**src/rtl/elastic_bufx_chain.sv**
```systemverilog
// elastic_bufx_chain: DEPTH-stage registered elastic buffer chain, valid/ready on both sides.
// Latency: a word accepted at edge N is on out_valid/out_data after edge N+DEPTH-1 when unstalled; 1 word/cycle.
// Backpressure: words pack toward the output; in_ready (combinational) drops only with all stages full.
// Optional feature: define ELASTIC_BUFX_FLUSH_EN to add a synchronous flush input.
module elastic_bufx_chain #(
  parameter int WIDTH = 8,
  parameter int DEPTH = 4,
  parameter int CNT_W = $clog2(DEPTH + 1)
) (
  input  logic             clk,
  input  logic             rst_n,
  input  logic             in_valid,
  input  logic [WIDTH-1:0] in_data,
  output logic             in_ready,
  output logic             out_valid,
  output logic [WIDTH-1:0] out_data,
  input  logic             out_ready,
  output logic [CNT_W-1:0] count
`ifdef ELASTIC_BUFX_FLUSH_EN
  ,
  input  logic             flush
`endif
);

  // Stage state: index 0 sits at the input, index DEPTH-1 drives the outputs.
  logic [DEPTH-1:0]            v_q, v_d;
  logic [DEPTH-1:0][WIDTH-1:0] d_q, d_d;
  logic [CNT_W-1:0]            count_q, count_d;

  // Per-stage advance enables and the word each stage would load when advancing.
  logic [DEPTH-1:0]            adv;
  logic                        adv_acc;
  logic [DEPTH-1:0]            v_src;
  logic [DEPTH-1:0][WIDTH-1:0] d_src;
  logic                        push;
  logic                        pop;

  // Stage i's source is stage i-1; stage 0 is fed straight from the upstream port.
  generate
    if (DEPTH > 1) begin : g_src_chain
      assign v_src = {v_q[DEPTH-2:0], in_valid};
      assign d_src = {d_q[DEPTH-2:0], in_data};
    end else begin : g_src_single
      assign v_src = in_valid;
      assign d_src = in_data;
    end
  endgenerate

  // A stage may advance when it, or any stage between it and the sink, is empty, or the sink takes a word.
  always_comb begin
    adv     = '0;
    adv_acc = out_ready;
    for (int i = DEPTH - 1; i >= 0; i--) begin
      adv_acc = adv_acc | ~v_q[i];
      adv[i]  = adv_acc;
    end
  end

  // Handshake outputs; the ready path intentionally ripples through the whole chain.
`ifdef ELASTIC_BUFX_FLUSH_EN
  assign in_ready  = adv[0] & ~flush;
`else
  assign in_ready  = adv[0];
`endif
  assign out_valid = v_q[DEPTH-1];
  assign out_data  = d_q[DEPTH-1];
  assign count     = count_q;

  assign push = in_valid & in_ready;
  assign pop  = v_q[DEPTH-1] & out_ready;

  // Next state: advancing stages copy their source valid; data only moves with a valid word.
  always_comb begin
    v_d     = v_q;
    d_d     = d_q;
    count_d = count_q + CNT_W'(push) - CNT_W'(pop);
    for (int i = 0; i < DEPTH; i++) begin
      if (adv[i]) begin
        v_d[i] = v_src[i];
        if (v_src[i]) begin
          d_d[i] = d_src[i];
        end
      end
    end
`ifdef ELASTIC_BUFX_FLUSH_EN
    // Flush wins over any load: every slot goes empty, stale data stays put.
    if (flush) begin
      v_d     = '0;
      d_d     = d_q;
      count_d = '0;
    end
`endif
  end

  // State registers; reset empties the chain and zeroes stage data.
  always_ff @(posedge clk or negedge rst_n) begin
    if (!rst_n) begin
      v_q     <= '0;
      d_q     <= '0;
      count_q <= '0;
    end else begin
      v_q     <= v_d;
      d_q     <= d_d;
      count_q <= count_d;
    end
  end

endmodule
```
**config.mk**
```make
export PLATFORM = sky130hd
export DESIGN_NAME = elastic_bufx_chain
export DESIGN_NICKNAME = d
export VERILOG_FILES = /design/src/rtl/elastic_bufx_chain.sv
export SDC_FILE = /design/constraint.sdc
export NUM_CORES = 1
export LEC_CHECK = 0
export BUFFER_PORTS_ARGS = -buffer_cell sky130_fd_sc_hd__clkbuf_2
export CAP_MARGIN = 15
export CORE_MARGIN = 1
export CORE_UTILIZATION = 45
export CTS_CLUSTER_SIZE = 20
export DETAILED_ROUTE_END_ITERATION = 8
export PLACE_DENSITY = 0.68
export SLEW_MARGIN = 20
export SYNTH_ARGS = -nofsm -noshare
export SYNTH_HDL_FRONTEND = slang
export SYNTH_SLANG_ARGS = --single-unit
```
**constraint.sdc**
```tcl
create_clock -name clk -period 1.9 [get_ports clk]
set_input_delay 0.095 -clock clk [delete_from_list [all_inputs] [get_ports clk]]
set_output_delay 0.095 -clock clk [all_outputs]
set_load 0.02 [all_outputs]
```
* Word-level counts from Yosys, hierarchy flattened *
Index checks and enable logic that the tools add are counted.

cells by class
  multipliers = 0
  shifts and indexed selects = 0
  muxes and demuxes = 0
  reduce and logical (&&, ||, !) cells = 4
  add/subtract/negate cells = 2
  magnitude comparators = 0
  equality and inequality tests = 0
  divide/modulo/power cells = 0
  bitwise logic cells = 10

operators with widths
  operator           count
  $reduce_and A2 Y1  4
  $not A1 Y1         4
  $or A1 B1 Y1       4
  $add A3 B1 Y3      1
  $sub A3 B1 Y3      1
  $and A1 B1 Y1      2

storage, ports and cells
  bits in writable memories = 0
  bits in latches = 0
  bits of input ports = 12
  memories kept = 0
  bits in read-only memories = 0
  flip-flop bits (word level) = 39

* Depth between registers and ports, before layout *
  depth in word-level cells = 8
  mapped depth = 8
  depth with buffers taken out = 8

* Least setup slack after synthesis *
No wires, ideal clock.

  path kind = reg-to-reg
  start point = register v_q[3]
  end point = register count_q[2] (netlist: count[2])
  setup slack = -0.133 ns
  arrival = 1.911 ns
  library setup time = 0.123 ns
  period minus slack after synthesis = 2.033 ns
  stages on the path, launching flop included = 9
  path through = dfrtp_1 nand4b_4 o21ai_4 ha_1 inv_1 ha_1 inv_1 fa_1 xnor2_1

between the ends
  longest elaborated chain between the ends = 8
  elaborated cells between the ends (all ways) = 9

ends and longest elaborated chain
  item                        RTL line  RTL
  start: declaration          26        logic [DEPTH-1:0] v_q, v_d;
  start signal: assignment    102       v_q <= v_d;
  $not A1 Y1                  54        adv_acc = adv_acc | ~v_q[i];
  $or A1 B1 Y1 (4 in series)  54
  $and A1 B1 Y1               69        assign push = in_valid & in_ready;
  $add A3 B1 Y3               76        count_d = count_q + CNT_W'(push) - CNT_W'(pop);
  $sub A3 B1 Y3 *             76
  net count_d[2]              28        logic [CNT_W-1:0] count_q, count_d;
  end signal: assignment      104       count_q <= count_d;
  end: declaration            28

The timed path passes the listed nets; every way through them passes the cells marked *.
A chain may end at the register's enable or synchronous reset.

* Worst setup path in the final report *
  start point = register v_q[3]
  end point = register count_q[1] (netlist: count[1])

Same word-level chain as after synthesis.

==> results.cfg <==
[timing]
period_share_pct = 95.8
finalHoldViolations = 0
drv_slew = 0
relSlewSlack_pct = 66.6
rsz0062_at_grt = yes
clock.fmax_mhz = 549
finClkSkew_ps = 8.22
fin_hold_ws_ps = 13.3
period_needed_ps = 1820
tightestPinTransition_ps = 502
fin_tns_setup_ps = 0
finalSetupViolCount = 0

[synthesis]
synth.area.top_cells = dfrtp_1 62%, mux2_2 23%, buf_4 3.8%, ha_1 1.6%, nand2b_1 1.6%
async_flop_share_pct = 100
avgSynthCellArea_um2 = 15.6
synthDistinctLibCells = 15
synth_common_cells = 39 x dfrtp_1, 32 x mux2_2, 8 x buf_4
ys_ff_latch = 39
synth_most_common_cell = dfrtp_1
synth_edf_count = 0
synth_nets = 116
mappedNetlistArea_mm2 = 0.00158
synth_ff_type = dfrtp_1
yosysTopAreaCellShare_pct = 61.9
seq_area_frac_synth_pct = 61.9
synth_cells = 101
ys.warnings.count = 0
synth_top_cell_by_area = dfrtp_1

[power_and_ir_drop]
p_switching_mw = 0.773
p_int_mw = 1.67
power_frac_clock_pct = 17.3
p_seq_share_pct = 51.9
ir_drop_uv = 579
leakagePower_nw = 0.862
power_density_mw_per_mm2 = 1290
p_comb_share_pct = 30.8
switching_share_pct = 31.7

[global_routing]
grt_max_degree = 22
antenna_found_initial = 0
track_usage_pct = 15.1
grt_pass1_vias = 898
grt_overflow_total = 0
grt_pass1_wl_um = 4000

[detailed_routing]
drc = 0
top_layer = met4
wl_per_cell_um = 12.7
final_antenna_net_count = 0
num_vias = 875
routed-wl-met2_um = 1140
firstDrtPassIters = 4
wirelength_met1_um = 1060
wl_met3_um = 74
drt_iter0_markers = 22
viasPerCell = 4.78
wl_um = 2320

[setup_path]
cp_cell_sequence = nand4b_4 -> o21ai_4 -> ha_1 -> inv_1 -> ha_1 -> inv_1 -> fa_1 -> inv_1
rr_worst_depth = 8
worstReg2RegStart = v_q[3]$_DFFE_PN0P_
start_kind = flop
crit_buf_inv = 3
worstPathRequired_ps = 2130
cp_slowest_cell = fa_1
worstSetupPathDepth = 8
cp-end-kind = flop
setup.worst_path.start = v_q[3]$_DFFE_PN0P_
path_max_fanout = 5
path_delay_family = adder cells
critPathMaxStageDelay_ps = 470
cp_data_arrival_time_ps = 2050
path_class = reg2reg
crit_top_cell = inv_1

[die]
pin_count = 25
core-area_mm2 = 0.00334
start_util_pct = 47.2
fp.dieH_um = 61.2
die-area_mm2 = 0.00374
rows = 21
die_w_um = 61.2

[clocking]
worstSkewPairLatency_ps = 330
cts_sinks = 39
clk_path_buf_depth = 2
cts_root_buf = clkbuf_4
cts_tree = built
htreeDepth = 2
numCtsBuffers = 5
cts_resized = 0
clk_pin_slew_worst_paths_ps = 110

[layout]
n_antenna_cell = 0
drive_gt1_share_pct = 52.6
area_growth_pct = 19.5
nets = 152

[hold_path]
hold_start = in_valid
hold_class = in2reg
hold_depth = 2

[place]
io_buffers = 24
gp_congestion = 0.681
dp_hpwl_um = 1660

[run_status]
status = completed

[flow_run]
max_cap_viol_count = 0
## cell usage in the layout (no fill, tap or decap)
| cell | instances |
|---|---|
| buf_12 | 1 |
| fa_1 | 1 |
| clkbuf_4 | 5 |
| o21ai_4 | 1 |
| nand2_1 | 3 |
| xnor2_1 | 2 |
| clkbuf_8 | 1 |
| and2_1 | 1 |
| buf_4 | 3 |
| nand4b_4 | 1 |
| dfrtp_2 | 1 |
| nand3b_1 | 1 |
| nand2b_1 | 4 |
| clkbuf_2 | 24 |
| or2_2 | 1 |
| mux2_2 | 32 |
| ha_1 | 2 |
| dfrtp_1 | 38 |
| nand2_2 | 1 |
| clkinv_2 | 1 |
| inv_1 | 4 |
| dlygate4sd3_1 | 9 |
## path summary, 6_finish.rpt
path                                      endpoint  slack [ps]
setup / recovery                count[1]$_DFF_PN0_          80
hold / removal                  v_q[0]$_DFFE_PN0N_          10
setup reg to reg                count[1]$_DFF_PN0_          80
hold reg to reg                 count[0]$_DFF_PN0_         510
max in group asynchronous      d_q[10]$_DFFE_PN0P_        1170
min in group asynchronous  out_data[6]$_DFFE_PN0P_         240
## state kept, by name, indices dropped and copies added (netlist names)
| signal | count |
|---|---|
| count | 3 |
| d_q | 24 |
| out_data | 8 |
| v_q | 4 |
## layout make-up
type                       count  area (um2)
multi-input combinational     50         526
tap                           46        57.6
clock buffer                   6        51.3
clock inverter                 1        5.00
fill                         292        1450
sequential                    39         977
timing repair buffer          37         253
inverter                       4        15.0
## power groups by stage
stage	logic (mW)	clock network, mW	registers (mW)
finish	0.752	0.422	1.27
global route	0.841	0.471	1.31
CTS	0.753	0.436	1.27
detailed placement	0.736	0	1.29
global placement	0.708	0	1.27
floorplan	0.616	0	1.28
## routing by layer
layer,GRT usage (%),up-vias
met5,0,-
met4,8.12,0
met3,3.78,8
met2,23.9,17
met1,19.1,444
li1,-,406
## cell families (layout without fill, tap and decap cells)
| kind of cell | after synthesis | after routing | synth area share [%] |
|---|---|---|---|
| buffers and inverters | 12 | 48 | 4.76 |
| DFF | 39 | 39 | 61.9 |
| and+or+nand+nor | 12 | 12 | 5.48 |
| xor gates and xnor gates | 2 | 2 | 1.11 |
| muxes | 32 | 32 | 22.9 |
| adders and majority gates | 3 | 3 | 2.86 |
| AOI/OAI and AO/OA | 1 | 1 | 1.03 |
## timing repair
| item | in CTS | in global routing |
|---|---|---|
| hold buffers | 9 | 0 |
| setup endpoints to repair | 0 | 2 |
| setup buffers | 0 | 2 |
| hold endpoints to repair | 26 | 0 |
## stage by stage
stage               util (%)  area [um2]  power, mW  setup WS (ps)  instances
global placement        51.6        1720       1.98            137        165
CTS                     56.0        1870       2.46           41.1        181
detailed placement      51.6        1720       2.03           78.2        165
finish                  56.5        1880       2.44           79.0        183
floorplan                  -        1580       1.90          -39.5        101
global route            56.5        1880       2.62          -51.0        183
No activity file was read; power rests on OpenSTA's default activity.
